--- src/rtl/spi_reg_pkg.sv ---
// Shared constants for the SPI register bank: command-byte layout, op codes
// and FSM state encoding.
package spi_reg_pkg;

  localparam int CMD_RW      = 7;
  localparam int CMD_OP_HI   = 6;
  localparam int CMD_OP_LO   = 5;
  localparam int CMD_ADDR_HI = 4;
  localparam int CMD_ADDR_LO = 0;

  typedef enum logic [1:0] {
    OP_WR  = 2'b00,
    OP_SET = 2'b01,
    OP_CLR = 2'b10,
    OP_TGL = 2'b11
  } op_e;

  typedef enum logic [1:0] {
    IDLE = 2'd0,
    CMD  = 2'd1,
    DATA = 2'd2
  } state_e;

endpackage

--- src/rtl/spi_reg_bank_sync_if.sv ---
// SPI pin bundle; the host side is the master, the register bank the slave.
interface spi_reg_bank_sync_if;
  logic spi_clk;
  logic spi_cs;
  logic spi_sdi;
  logic spi_sdo;

  modport master (output spi_clk, output spi_cs, output spi_sdi, input spi_sdo);
  modport slave  (input spi_clk, input spi_cs, input spi_sdi, output spi_sdo);
endinterface

--- src/rtl/spi_sync_edge.sv ---
// Two-flop synchroniser followed by an edge-detect stage; rise/fall are
// registered one-cycle pulses, three clk cycles after the pin moves.
module spi_sync_edge (
  input  logic clk,
  input  logic rst,
  input  logic din,
  output logic rise,
  output logic fall
);

  logic s1, s2, s3;

  always_ff @(posedge clk) begin
    if (rst) begin
      s1   <= 1'b0;
      s2   <= 1'b0;
      s3   <= 1'b0;
      rise <= 1'b0;
      fall <= 1'b0;
    end else begin
      s1   <= din;
      s2   <= s1;
      s3   <= s2;
      rise <= s2 & ~s3;
      fall <= ~s2 & s3;
    end
  end

endmodule

--- src/rtl/spi_reg_bank_sync.sv ---
// SPI-slave register bank with write/set/clear/toggle ops, fully in the clk
// domain. States: IDLE | waiting for cs fall; CMD | shifting the command byte;
// DATA | shifting data bits, tx drives sdo.
module spi_reg_bank_sync
  import spi_reg_pkg::*;
#(
  parameter int NREG   = 8,
  parameter int DATA_W = 24,
  parameter int ADDR_W = 5,
  parameter logic [NREG*DATA_W-1:0] RESET_VAL = '0
) (
  input  logic                   clk,
  input  logic                   rst,
  spi_reg_bank_sync_if.slave     bus,
  output logic [NREG*DATA_W-1:0] regs_o,
  output logic [NREG-1:0]        wr_stb
);

  localparam int FL    = 8 + DATA_W;
  localparam int CNT_W = $clog2(FL + 2);
  localparam logic [CNT_W-1:0]  CNT_FL  = CNT_W'(FL);
  localparam logic [CNT_W-1:0]  CNT_SAT = CNT_W'(FL + 1);
  localparam logic [ADDR_W:0]   NREG_L  = (ADDR_W + 1)'(NREG);

  logic sclk_rise, sclk_fall, cs_rise, cs_fall;
  logic sdi_s1, sdi_s2, sdi_q;

  spi_sync_edge u_sclk (.clk(clk), .rst(rst), .din(bus.spi_clk), .rise(sclk_rise), .fall(sclk_fall));
  spi_sync_edge u_cs   (.clk(clk), .rst(rst), .din(bus.spi_cs),  .rise(cs_rise),   .fall(cs_fall));

  // sdi is delayed to the same depth as the edge pulses so it is sampled
  // at the instant the sclk rise was observed.
  always_ff @(posedge clk) begin
    if (rst) begin
      sdi_s1 <= 1'b0;
      sdi_s2 <= 1'b0;
      sdi_q  <= 1'b0;
    end else begin
      sdi_s1 <= bus.spi_sdi;
      sdi_s2 <= sdi_s1;
      sdi_q  <= sdi_s2;
    end
  end

  state_e              state_q, state_d;
  logic [CNT_W-1:0]    cnt_q;
  logic [7:0]          cmd_q;
  logic [7:0]          cmd_nxt;
  logic [DATA_W-1:0]   rx_q, tx_q;
  logic [DATA_W-1:0]   regs_q [NREG];
  logic [DATA_W-1:0]   rd_val, cur_val, alu_res;
  logic [ADDR_W-1:0]   rd_addr, wr_addr;
  logic                rd_ok, wr_ok;
  logic                start_f, shift_rx, load_tx, shift_tx, commit;

  assign cmd_nxt = {cmd_q[6:0], sdi_q};
  assign rd_addr = cmd_nxt[CMD_ADDR_HI:CMD_ADDR_LO];
  assign wr_addr = cmd_q[CMD_ADDR_HI:CMD_ADDR_LO];
  assign rd_ok   = ({1'b0, rd_addr} < NREG_L);
  assign wr_ok   = ({1'b0, wr_addr} < NREG_L);

  always_ff @(posedge clk) begin
    if (rst) state_q <= IDLE;
    else     state_q <= state_d;
  end

  always_comb begin
    state_d = state_q;
    if (cs_rise) begin
      state_d = IDLE;
    end else begin
      case (state_q)
        IDLE:    if (cs_fall) state_d = CMD;
        CMD:     if (sclk_rise && cnt_q == CNT_W'(7)) state_d = DATA;
        DATA:    state_d = DATA;
        default: state_d = IDLE;
      endcase
    end
  end

  // A cs rise in the same cycle as an sclk edge suppresses the edge.
  always_comb begin
    start_f  = 1'b0;
    shift_rx = 1'b0;
    load_tx  = 1'b0;
    shift_tx = 1'b0;
    commit   = 1'b0;
    case (state_q)
      IDLE: start_f = cs_fall & ~cs_rise;
      CMD: begin
        shift_rx = sclk_rise & ~cs_rise;
        load_tx  = sclk_rise & ~cs_rise & (cnt_q == CNT_W'(7));
      end
      DATA: begin
        shift_rx = sclk_rise & ~cs_rise;
        shift_tx = sclk_fall & ~cs_rise;
        commit   = cs_rise & (cnt_q == CNT_FL) & ~cmd_q[CMD_RW] & wr_ok;
      end
      default: ;
    endcase
  end

  always_comb begin
    rd_val  = '0;
    cur_val = '0;
    for (int i = 0; i < NREG; i++) begin
      if (rd_addr == ADDR_W'(i)) rd_val  = regs_q[i];
      if (wr_addr == ADDR_W'(i)) cur_val = regs_q[i];
    end
    if (!(cmd_nxt[CMD_RW] && rd_ok)) rd_val = '0;
  end

  always_comb begin
    case (op_e'(cmd_q[CMD_OP_HI:CMD_OP_LO]))
      OP_WR:   alu_res = rx_q;
      OP_SET:  alu_res = cur_val | rx_q;
      OP_CLR:  alu_res = cur_val & ~rx_q;
      OP_TGL:  alu_res = cur_val ^ rx_q;
      default: alu_res = rx_q;
    endcase
  end

  always_ff @(posedge clk) begin
    if (rst) begin
      cnt_q <= '0;
      cmd_q <= '0;
      rx_q  <= '0;
      tx_q  <= '0;
    end else if (start_f) begin
      cnt_q <= '0;
      cmd_q <= '0;
      rx_q  <= '0;
      tx_q  <= '0;
    end else if (cs_rise) begin
      tx_q  <= '0;
    end else begin
      if (shift_rx) begin
        if (cnt_q != CNT_SAT) cnt_q <= cnt_q + 1'b1;
        if (state_q == CMD) cmd_q <= cmd_nxt;
        else                rx_q  <= {rx_q[DATA_W-2:0], sdi_q};
      end
      if (load_tx)       tx_q <= rd_val;
      else if (shift_tx) tx_q <= {tx_q[DATA_W-2:0], 1'b0};
    end
  end

  always_ff @(posedge clk) begin
    if (rst) begin
      for (int i = 0; i < NREG; i++) regs_q[i] <= RESET_VAL[i*DATA_W +: DATA_W];
      wr_stb <= '0;
    end else begin
      for (int i = 0; i < NREG; i++) begin
        wr_stb[i] <= commit && (wr_addr == ADDR_W'(i));
        if (commit && (wr_addr == ADDR_W'(i))) regs_q[i] <= alu_res;
      end
    end
  end

  for (genvar g = 0; g < NREG; g++) begin : g_flat
    assign regs_o[g*DATA_W +: DATA_W] = regs_q[g];
  end

  assign bus.spi_sdo = (state_q != IDLE) & tx_q[DATA_W-1];

endmodule

--- src/flat_wrapper.sv ---
// flat-port wrapper written by rule: the top's interface ports become plain ports
module spi_reg_bank_sync_flat import spi_reg_pkg::*;
#(
  parameter int NREG   = 8,
  parameter int DATA_W = 24,
  parameter int ADDR_W = 5,
  parameter logic [NREG*DATA_W-1:0] RESET_VAL = '0
)
  (clk, rst, regs_o, wr_stb, bus_spi_clk, bus_spi_cs, bus_spi_sdi, bus_spi_sdo);
  spi_reg_bank_sync_if bus_i ();
  input  logic clk;
  input  logic rst;
  output logic [NREG*DATA_W-1:0] regs_o;
  output logic [NREG-1:0] wr_stb;
  input wire logic [$bits(bus_i.spi_clk)-1:0] bus_spi_clk;
  input wire logic [$bits(bus_i.spi_cs)-1:0] bus_spi_cs;
  input wire logic [$bits(bus_i.spi_sdi)-1:0] bus_spi_sdi;
  output wire logic [$bits(bus_i.spi_sdo)-1:0] bus_spi_sdo;
  assign bus_i.spi_clk = bus_spi_clk;
  assign bus_i.spi_cs = bus_spi_cs;
  assign bus_i.spi_sdi = bus_spi_sdi;
  assign bus_spi_sdo = bus_i.spi_sdo;
  spi_reg_bank_sync #(.NREG(NREG), .DATA_W(DATA_W), .ADDR_W(ADDR_W), .RESET_VAL(RESET_VAL)) u_core (.clk(clk), .rst(rst), .bus(bus_i), .regs_o(regs_o), .wr_stb(wr_stb));
endmodule
--- config.mk ---
export PLATFORM = sky130hd
export DESIGN_NAME = spi_reg_bank_sync_flat
export DESIGN_NICKNAME = d
export VERILOG_FILES = /design/src/rtl/spi_reg_pkg.sv /design/src/rtl/spi_reg_bank_sync_if.sv /design/src/rtl/spi_sync_edge.sv /design/src/rtl/spi_reg_bank_sync.sv /design/src/flat_wrapper.sv
export SDC_FILE = /design/constraint.sdc
export NUM_CORES = 1
export LEC_CHECK = 0
export BUFFER_PORTS_ARGS = -buffer_cell sky130_fd_sc_hd__buf_2
export CAP_MARGIN = 20
export CELL_PAD_IN_SITES_DETAIL_PLACEMENT = 0
export CELL_PAD_IN_SITES_GLOBAL_PLACEMENT = 1
export CORE_MARGIN = 8
export CORE_UTILIZATION = 41
export CTS_CLUSTER_DIAMETER = 80
export CTS_CLUSTER_SIZE = 24
export DETAILED_ROUTE_END_ITERATION = 8
export HOLD_SLACK_MARGIN = 0.1
export PLACE_DENSITY = 0.74
export SLEW_MARGIN = 20
export SYNTH_ARGS = -nofsm -noshare
export SYNTH_HDL_FRONTEND = slang
export SYNTH_SLANG_ARGS = --single-unit
--- constraint.sdc ---
create_clock -name clk -period 3.09 [get_ports clk]
set_clock_uncertainty 0.2 [all_clocks]
set_input_delay 0.618 -clock clk [delete_from_list [all_inputs] [get_ports clk]]
set_output_delay 0.618 -clock clk [all_outputs]
set_load 0.01 [all_outputs]
# Yosys cells after proc, flatten, opt, wreduce, memory -nomap -nowiden
# Memories as Yosys holds them, arrays and structs flattened.
# Cells that the tools add are included.
[op_classes]
n_addsub = 1
order_cmp = 2
n_eq_ne = 24
muxes = 62
bitwise = 31
n_reduce_logical = 24
[ops]
columns = ["operator", "count"]
rows = [
  ["$mux W24", 27],
  ["$pmux W24 S4", 1],
  ["$eq A5 B3 Y1 const B", 8],
  ["$mux W1", 31],
  ["$and A24 B24 Y24", 1],
  ["$not A24 Y24", 1],
  ["$or A24 B24 Y24", 1],
  ["$xor A24 B24 Y24", 1],
  ["$eq A5 B2 Y1 const B", 4],
  ["$and A1 B1 Y1", 12],
  ["$eq A5 B1 Y1 const B", 2],
  ["$logic_and A1 B1 Y1", 10],
  ["$logic_not A5 Y1", 2],
  ["$lt A5 B4 Y1 const B", 2],
  ["$reduce_and A3 Y1", 3],
  ["$or A1 B1 Y1", 8],
  ["$not A1 Y1", 7],
  ["$add A6 B1 Y6 const B", 1],
  ["$eq A2 B2 Y1 const B", 3],
  ["$eq A6 B3 Y1 const B", 1],
  ["$eq A6 B6 Y1 const B", 1],
  ["$ne A6 B6 Y1 const B", 1],
  ["$pmux W2 S3", 1],
  ["$reduce_or A2 Y1", 3],
  ["other kinds (8)", 12],
]
[word_totals]
reg_bits = 85
ram_bits = 192
output_inout_bits = 201
word_cells = 164
mem_count = 1
[mem_list]
columns = ["memory", "depth", "word_bits", "rd", "rd_ports_with_merged_regs", "write_ports", "line_no", "rtl"]
rows = [
  ["u_core.regs_q", 8, 24, 8, 0, 8, "spi_reg_bank_sync.sv:50", "logic [DATA_W-1:0] regs_q [NREG];"],
]

# Logic depth before layout (Yosys ltp)
# Gate-level depths: netlist (run 1).
[logic_depth]
depth_word = 12
mapped_depth = 14

# Cells and area by module
# Synthesis (run 1) repeated with hierarchy kept, for this count alone.
[hier_totals]
cells_unflattened = 1585
area_unflattened_um2 = 15213.3
[by_module_without_submodules]
columns = ["module", "n_inst", "cells_each", "area_per_inst_um2"]
rows = [
  ["spi_reg_bank_sync", 1, 1565, 14945.6],
  ["spi_sync_edge", 2, 10, 133.9],
]

# Worst setup path after synthesis (run 1)
# Ideal clock, no wire load.
[synth_path]
kind = "register -> register"
start = "reg u_core.cmd_q[1]"
end = "mem u_core.regs_q[0][1] (data pin)"
arrival_ns = 2.881
required_ns = 2.745
slack_ns = -0.136
stages_incl_launch_ff = 13
synth_period_minus_slack_ns = 3.226
path_cell_list = "dfxtp_1 > buf_2 > buf_2 > buf_2 > buf_2 > mux2i_1 > a21oi_1 > o32a_1 > ha_1 > mux4_2 > or2_2 > clkbuf_1 > nor2_1"
[synth_rtl]
columns = ["item", "line_no", "rtl"]
rows = [
  ["start, declared", "spi_reg_bank_sync.sv:47", "logic [7:0] cmd_q;"],
  ["start signal, assigned", "spi_reg_bank_sync.sv:139", "if (state_q == CMD) cmd_q <= cmd_nxt;"],
  ["end, declared", "spi_reg_bank_sync.sv:50", ""],
]

==> results of run 1 <==
-- cells by family after synthesis --
family                     share of synthesized area, %
adders and majority gates                          4.45
buffers and inverters                              5.33
AOI/OAI and AO/OA                                  19.5
DFF                                                49.1
and+or+nand+nor                                    15.9
muxes                                              5.44
xor gates and xnor gates                          0.288
-- repair_timing --
action / CTS / global route
resized for setup: 2 / 23
hold endpoints to repair: 3 / 0
hold buffers: 3 / 0
buffers inserted: 2 / 0
setup endpoints to repair: 87 / 156
-- synthesized netlist by cell type (all sizes together) (3+ instances only) --
| cell type | n | area, um2 |
|---|---|---|
| mux2 | 3 | 33.8 |
| o32a | 8 | 80.1 |
| xor2 | 4 | 35.0 |
| edfxtp | 192 | 5770 |
| or3 | 3 | 18.8 |
| a21oi | 74 | 370 |
| nand2 | 163 | 619 |
| o2111ai | 6 | 52.6 |
| nand3 | 28 | 140 |
| ha | 54 | 676 |
| nand4 | 4 | 25.0 |
| or2 | 7 | 43.8 |
| a32o | 15 | 150 |
| o21ai | 223 | 1120 |
| nor2b | 32 | 200 |
| a31oi | 9 | 56.3 |
| mux2i | 50 | 500 |
| inv | 64 | 240 |
| nor3b | 6 | 45.0 |
| clkbuf | 108 | 405 |
| a22oi | 14 | 105 |
| buf | 29 | 164 |
| dfxtp | 85 | 1700 |
| nor3 | 6 | 30.0 |
| a22o | 24 | 210 |
| mux4 | 13 | 293 |
| nand3b | 22 | 165 |
| nor2 | 189 | 712 |
| o32ai | 11 | 104 |
| nand2b | 29 | 181 |
| and2 | 20 | 125 |
| a221oi | 17 | 186 |
| o211ai | 20 | 150 |
| a221o | 14 | 140 |
| o2bb2ai | 14 | 123 |
-- cell usage in the layout, fill, tap and decap left out, types with 4 or more instances in the layout --
cell	instances
o2bb2ai_1	14
o21ai_0	220
nand2_1	162
dfxtp_1	78
nor2_1	187
buf_4	102
inv_1	65
nor3_1	5
dfxtp_4	6
nor3b_1	5
a32o_1	15
a31oi_1	8
nand3b_1	22
and2_1	17
o211ai_1	20
xor2_1	4
mux2i_1	50
or2_4	5
o2111ai_1	6
nand4_1	4
o32a_1	8
a221oi_1	11
a221o_1	14
nor2b_1	31
ha_1	54
nand3_1	28
nand2b_1	27
o32ai_1	10
mux4_2	13
a21oi_1	73
a221oi_2	6
buf_2	205
clkbuf_16	22
edfxtp_1	192
buf_12	24
a22o_1	24
a22oi_1	14
-- layout make-up --
| cell class | instances | area share [%] |
|---|---|---|
| flip-flops and latches | 277 | 40.8 |
| repair buffers | 338 | 12.9 |
| multi-input cells | 1108 | 38.1 |
| well taps | 468 | 3.19 |
| clock buffers | 25 | 3.06 |
| inverters | 64 | 1.31 |
| clock inverters | 11 | 0.729 |
-- flip-flops by register name, summed over array words and instances (netlist names), 2 cells and up --
signal	cells
u_core.rx_q	24
u_core.cnt_q	6
u_core.state_q	2
u_core.tx_q	24
u_core.wr_stb	8
u_core.cmd_q	8
u_core.regs_q	192
-- worst paths after layout --
kind	endpoint	slack [ns]	from
setup / recovery	u_core.regs_q[1][14]$_SDFFCE_PN0P_	0.08	u_core.cmd_q[0]$_SDFFE_PP0P_
hold reg to reg	u_core.u_sclk.rise$_SDFF_PP0_	0.21	u_core.u_sclk.s3$_SDFF_PP0_
setup reg to reg	u_core.regs_q[1][14]$_SDFFCE_PN0P_	0.08	u_core.cmd_q[0]$_SDFFE_PP0P_
hold / removal	u_core.u_sclk.rise$_SDFF_PP0_	0.21	u_core.u_sclk.s3$_SDFF_PP0_
-- metal layers --
metal / vias up / GRT usage (%) / wire length (um) / part of all wire, %
li1: 6152 / - / - / -
met1: 6668 / 31.2 / 22800 / 39
met2: 652 / 43.6 / 27800 / 48
met3: 122 / 4.95 / 4730 / 8.1
met4: 0 / 12.8 / 3030 / 5.2
met5: - / 0 / 0 / 0
-- stage by stage --
step	setup TNS (ns)	cell area, um2	hold slack, ns	utilization, %
5_1_grt	-0.0564	18400	0.229	50.3
4_1_cts	0	18300	0.210	50.1
3_3_place_gp	0	17600	0.189	48.1
3_5_place_dp	-1.31	17600	0.197	48.1
2_1_floorplan	0	15200	0.183	-
6_report	0	18400	0.207	50.3
-- power by group through the flow --
stage / Clock [uW] / Sequential (uW) / Combinational, uW
floorplan: 0 / 4290 / 215
global placement: 0 / 4300 / 548
detailed placement: 0 / 4300 / 553
CTS: 2920 / 4210 / 558
global route: 3030 / 4230 / 593
finish: 2890 / 4210 / 554
==> metrics.txt, run 1 <==
CP Max Fanout=25; Cell variety after synth=65; final worst-path cycle share=97.5%; max-cap viol count=0; total power=7660 uW; post-DR wirelength/cell=25.5 um; ys flop type=edfxtp_1; cts bufs inserted=20; CP cell instances=buf_12, buf_4, nor2_1, a31oi_1, nor2_1, o32a_1, ha_1, nand2_1, o211ai_1, o21ai_0, nand2b_1, buf_12, nor2_1; Lkg Pwr=0.00670 uW; register area share after synthesis=49.1%; Largest stage delay, worst path=0.47 ns; initial antenna violation count=0; Initial Utilization=41.6%; WP data arrival=3.10 ns; sw power=2000 uW; Die Area=43500 um2; largest net degree at the start of global routing=68; DR vias=13600; CP required=3.18 ns; Net Sw Frac=26.1%; part of the power in combinational logic=7.2%; Cells on Worst Hold Path=1; setup ws final=0.0780 ns; layout cell share with drive strength beyond 1=23.4%; # port buffers=205; Worst path top cell family by delay=compound AO/OA/AOI/OAI gates; 1st-iter DRT viols=1211; fmax=0.332 GHz; first drt pass iteration count=5; area of the multi-input gates=7000 um2; root buf cell=clkbuf_16; DRC=0; row cnt=70; H-tree levels=1; internal power=5660 uW; nets=1868; fillers=3419; Synthesized Nets=1645; post-route ant nets=0; r2r worst-path depth=13; worst slew pin tran=0.721 ns; I/O Pins=206; Reg clk slew, reported paths=0.09 ns; final hold violation count=0; flops & latches, synth=277; Crit. End Element=flip-flop; WP depth=13; die width=209 um; post-placement cell count=2250; Mapped Cells=1586; syn avg cell area=9.58 um2; die height=209 um; outcome=finished clean; gr ovfl total=0; routability cong.=0.904; all-layer global routing usage=25.8%; Via density=5.93; yosys warns=0; antenna cells=0; clk buf depth=3; WS Path Type=flip-flop to flip-flop; ys async rst share=0%; Max VDD drop=0.548 mV; core area=36500 um2; HPWL Detailed=43200 um; crit path time final=3.01 ns; final setup fails=0; first-pass GRT wire length=86100 um; Rel. slew slack=52.0%; clock power share=37.8%; Worst path slowest cell=dfxtp_4; DP Worst Slack=-0.0621 ns; Sequential Area=7490 um2; worst skew pair latency=0.55 ns; Non-Filler Instances=2291; EDFF count, synth=192; sequential share of power=55.0%; Area growth syn-to-layout=20.9%; Tightest Hold Check Type=flip-flop to flip-flop; # clock sinks=277; CP startpoint kind=flip-flop; Slew Viols, Final=0; vias in the first global route=13400; CTS tree=done; WL final=58300 um; power per cell area=417 nW/um2; Crit path top cell by count=nor2_1; RSZ-0062 raised after global routing=true; WP buf/inv=3; Post-Syn Area=15200 um2
(Power assumes the default switching activity.)
==> run 2: changes to the inputs <==
BUFFER_PORTS_ARGS = unset   (was -buffer_cell sky130_fd_sc_hd__buf_2)
CORE_UTILIZATION = 45   (was 41)
DONT_BUFFER_PORTS = 1   (was unset)
SLEW_MARGIN = unset   (was 20)
==> run 2 against run 1 <==
  * Register-to-register slack hardly changed
  * Sequential share of layout area is 2.4 points higher
  * Core utilization up 1.7 points
  * First-iteration DRC count fell by 6.5%
  * Cell count decreased by 9.1%
  * Combinational power down 34%
  * Hold slack got worse by 0.079 ns
  * Non-clock buffer count is 183 lower
  * Power down 7.1%
  * Clock power shrank 15%
  * Die area is 8.2% lower
  * Maximum frequency barely moved
  * Critical path type unchanged
  * Critical endpoint is now u_core.regs_q[0][18]$_SDFFCE_PN0P_
  * Largest cell class unchanged
  * Highest routed layer unchanged
==> metrics.txt, run 2 (synthesis results as in run 1) <==
CTS tree=done; first drt pass iteration count=6 (+1); largest net degree at the start of global routing=66 (-2.9%); row cnt=67 (-4.3%); commonest cells after routing, fill and taps aside=o21ai_0 (217), edfxtp_1 (192), nor2_1 (187), nand2_1 (162), buf_4 (122); Via density=6.19 (+4.3%); Lkg Pwr=0.00588 uW (-12%); I/O Pins=206 (unchanged); die width=200 um (-4.2%); post-placement cell area=16600 um2 (-5.5%); WL final=57000 um (-2.3%); Slew Viols, Final=0 (unchanged); die height=200 um (-4.2%); post-DR wirelength/cell=27.4 um (+7.5%); layout cell share with drive strength beyond 1=14.3% (-9.1 points); power per cell area=410 nW/um2 (-1.6%); CP required=3.15 ns (-0.03 ns); final worst-path cycle share=97.4% (about the same); CP startpoint kind=flip-flop; # clock sinks=277 (unchanged); H-tree levels=1 (unchanged); outcome=finished clean; WP data arrival=3.07 ns (-0.03 ns); worst slew pin tran=0.823 ns (+0.102 ns); HPWL Detailed=41800 um (-3.4%); WS Path Type=flip-flop to flip-flop; nets=1682 (-10%); 1st-iter DRT viols=1132 (-6.5%); Die Area=39900 um2 (-8.2%); all-layer global routing usage=27.3% (+1.5 points); Area growth syn-to-layout=14.1%; Sum Neg Setup Slack=0 ns (unchanged); Final Cell Area=17300 um2 (-5.6%); setup ws final=0.0801 ns (+0.00209 ns); max-cap viol count=0 (unchanged); cts bufs inserted=17 (-15%); Crit. End Element=flip-flop; # port buffers=0 (-100%); most common cell after layout, fill and taps aside=o21ai_0; fin util=52.0% (+1.7 points); CP Max Fanout=8 (-68%); clk buf depth=3 (unchanged); max FFs per register=192 (unchanged); RSZ-0062 raised after global routing=true; Max VDD drop=0.488 mV (-11%); Tightest Hold Check Type=input pin to flip-flop; initial antenna violation count=1 (+1); first-pass GRT wire length=80600 um (-6.4%); Top reg by flops=u_core.regs_q; DR vias=12900 (-5.2%); fmax=0.332 GHz (about the same); final setup fails=0 (unchanged); gr ovfl total=0 (unchanged); Initial Utilization=45.5% (+3.9 points); worst skew pair latency=0.52 ns (-0.03 ns); DRC=0 (unchanged); Reg clk slew, reported paths=0.10 ns (about the same); post-route ant nets=0 (unchanged); routability cong.=0.967 (+7.0%); Top Registers=u_core.regs_q: 192 flops, u_core.rx_q: 24 flops, u_core.tx_q: 24 flops; root buf cell=clkbuf_16; core area=33400 um2 (-8.6%); crit path time final=3.01 ns (-0.00209 ns); DP Worst Slack=-0.0400 ns (+0.0222 ns); vias in the first global route=12300 (-8.7%); final hold violation count=0 (unchanged); Rel. slew slack=45.0% (-7.0 points)
run 2: cell types whose count changed in the layout (fill, tap and decap cells not counted), moves of 3 or more:
cell | before | now
dfxtp_2 | 1 | 4
dfxtp_4 | 6 | 3
buf_4 | 102 | 122
o21ai_0 | 220 | 217
buf_2 | 205 | 0
o21ai_1 | 1 | 4
run 2: report_power, final:
part,internal (uW),total (uW),switching [uW]
logic,144,367,224
registers,4070,4290,222
clock network,1130,2460,1330
run 2: per-stage QoR:
stage	instances	hold slack [ns]	total power [uW]
2_1_floorplan	1586	0.183	4510
3_3_place_gp	2038	0.188	4730
3_5_place_dp	2038	0.198	4740
4_1_cts	2071	0.105	7160
5_1_grt	2081	0.111	7300
6_report	2082	0.129	7120
run 2: critical path, stage by stage, from the launching register on:
cell and delay (ns):
dfxtp_4 0.40, nand2b_2 0.18, nor4_4 0.05, buf_6 0.14, buf_4 0.14, buf_4 0.12, o2bb2ai_1 0.12, a221o_1 0.29
a22o_1 0.25, ha_1 0.28, nand2_1 0.05, o211ai_1 0.11, o21ai_0 0.11, nand2b_1 0.08, buf_4 0.18, nor2_1 0.07
run 2: cell type report:
type                            count  area (um2)
Clock buffer                       21         472
Multi-Input combinational cell   1108        6980
Tap cell                          448         561
Clock inverter                      8        68.8
Fill cell                        3154       16000
Sequential cell                   277        7480
Antenna cell                        1        2.50
Inverter                           64         240
Timing Repair Buffer              155        1540
run 2: what timing repair did:
item / CTS / global route
cloned: 0 / 2
pin swaps: 0 / 0
setup endpoints to repair: 28 / 165
hold buffers: 4 / 0
setup buffers: 0 / 8
resized for setup: 3 / 20
endpoints found under the hold margin: 18 / 0
run 2: final timing paths:
| check | startpoint | end | slack (ns) | depth (start not counted) |
|---|---|---|---|---|
| worst min-delay path | rst | u_core.wr_stb[2]$_SDFF_PP0_ | 0.13 | 1 |
| worst max-delay path | u_core.cmd_q[1]$_SDFFE_PP0P_ | u_core.regs_q[0][18]$_SDFFCE_PN0P_ | 0.08 | 15 |
| worst min register to register | u_core.u_cs.s3$_SDFF_PP0_ | u_core.u_cs.rise$_SDFF_PP0_ | 0.19 | 1 |
| worst max register to register | u_core.cmd_q[1]$_SDFFE_PP0P_ | u_core.regs_q[0][18]$_SDFFCE_PN0P_ | 0.08 | 15 |
run 2: layer usage:
metal  vias to the layer above  GRT usage, %  wire length (um)
li1                       5801             -                 -
met1                      6313          31.1             20300
met2                       654          46.0             27100
met3                       120          9.29              6610
met4                         0          12.3              2900
met5                         -             0                 0
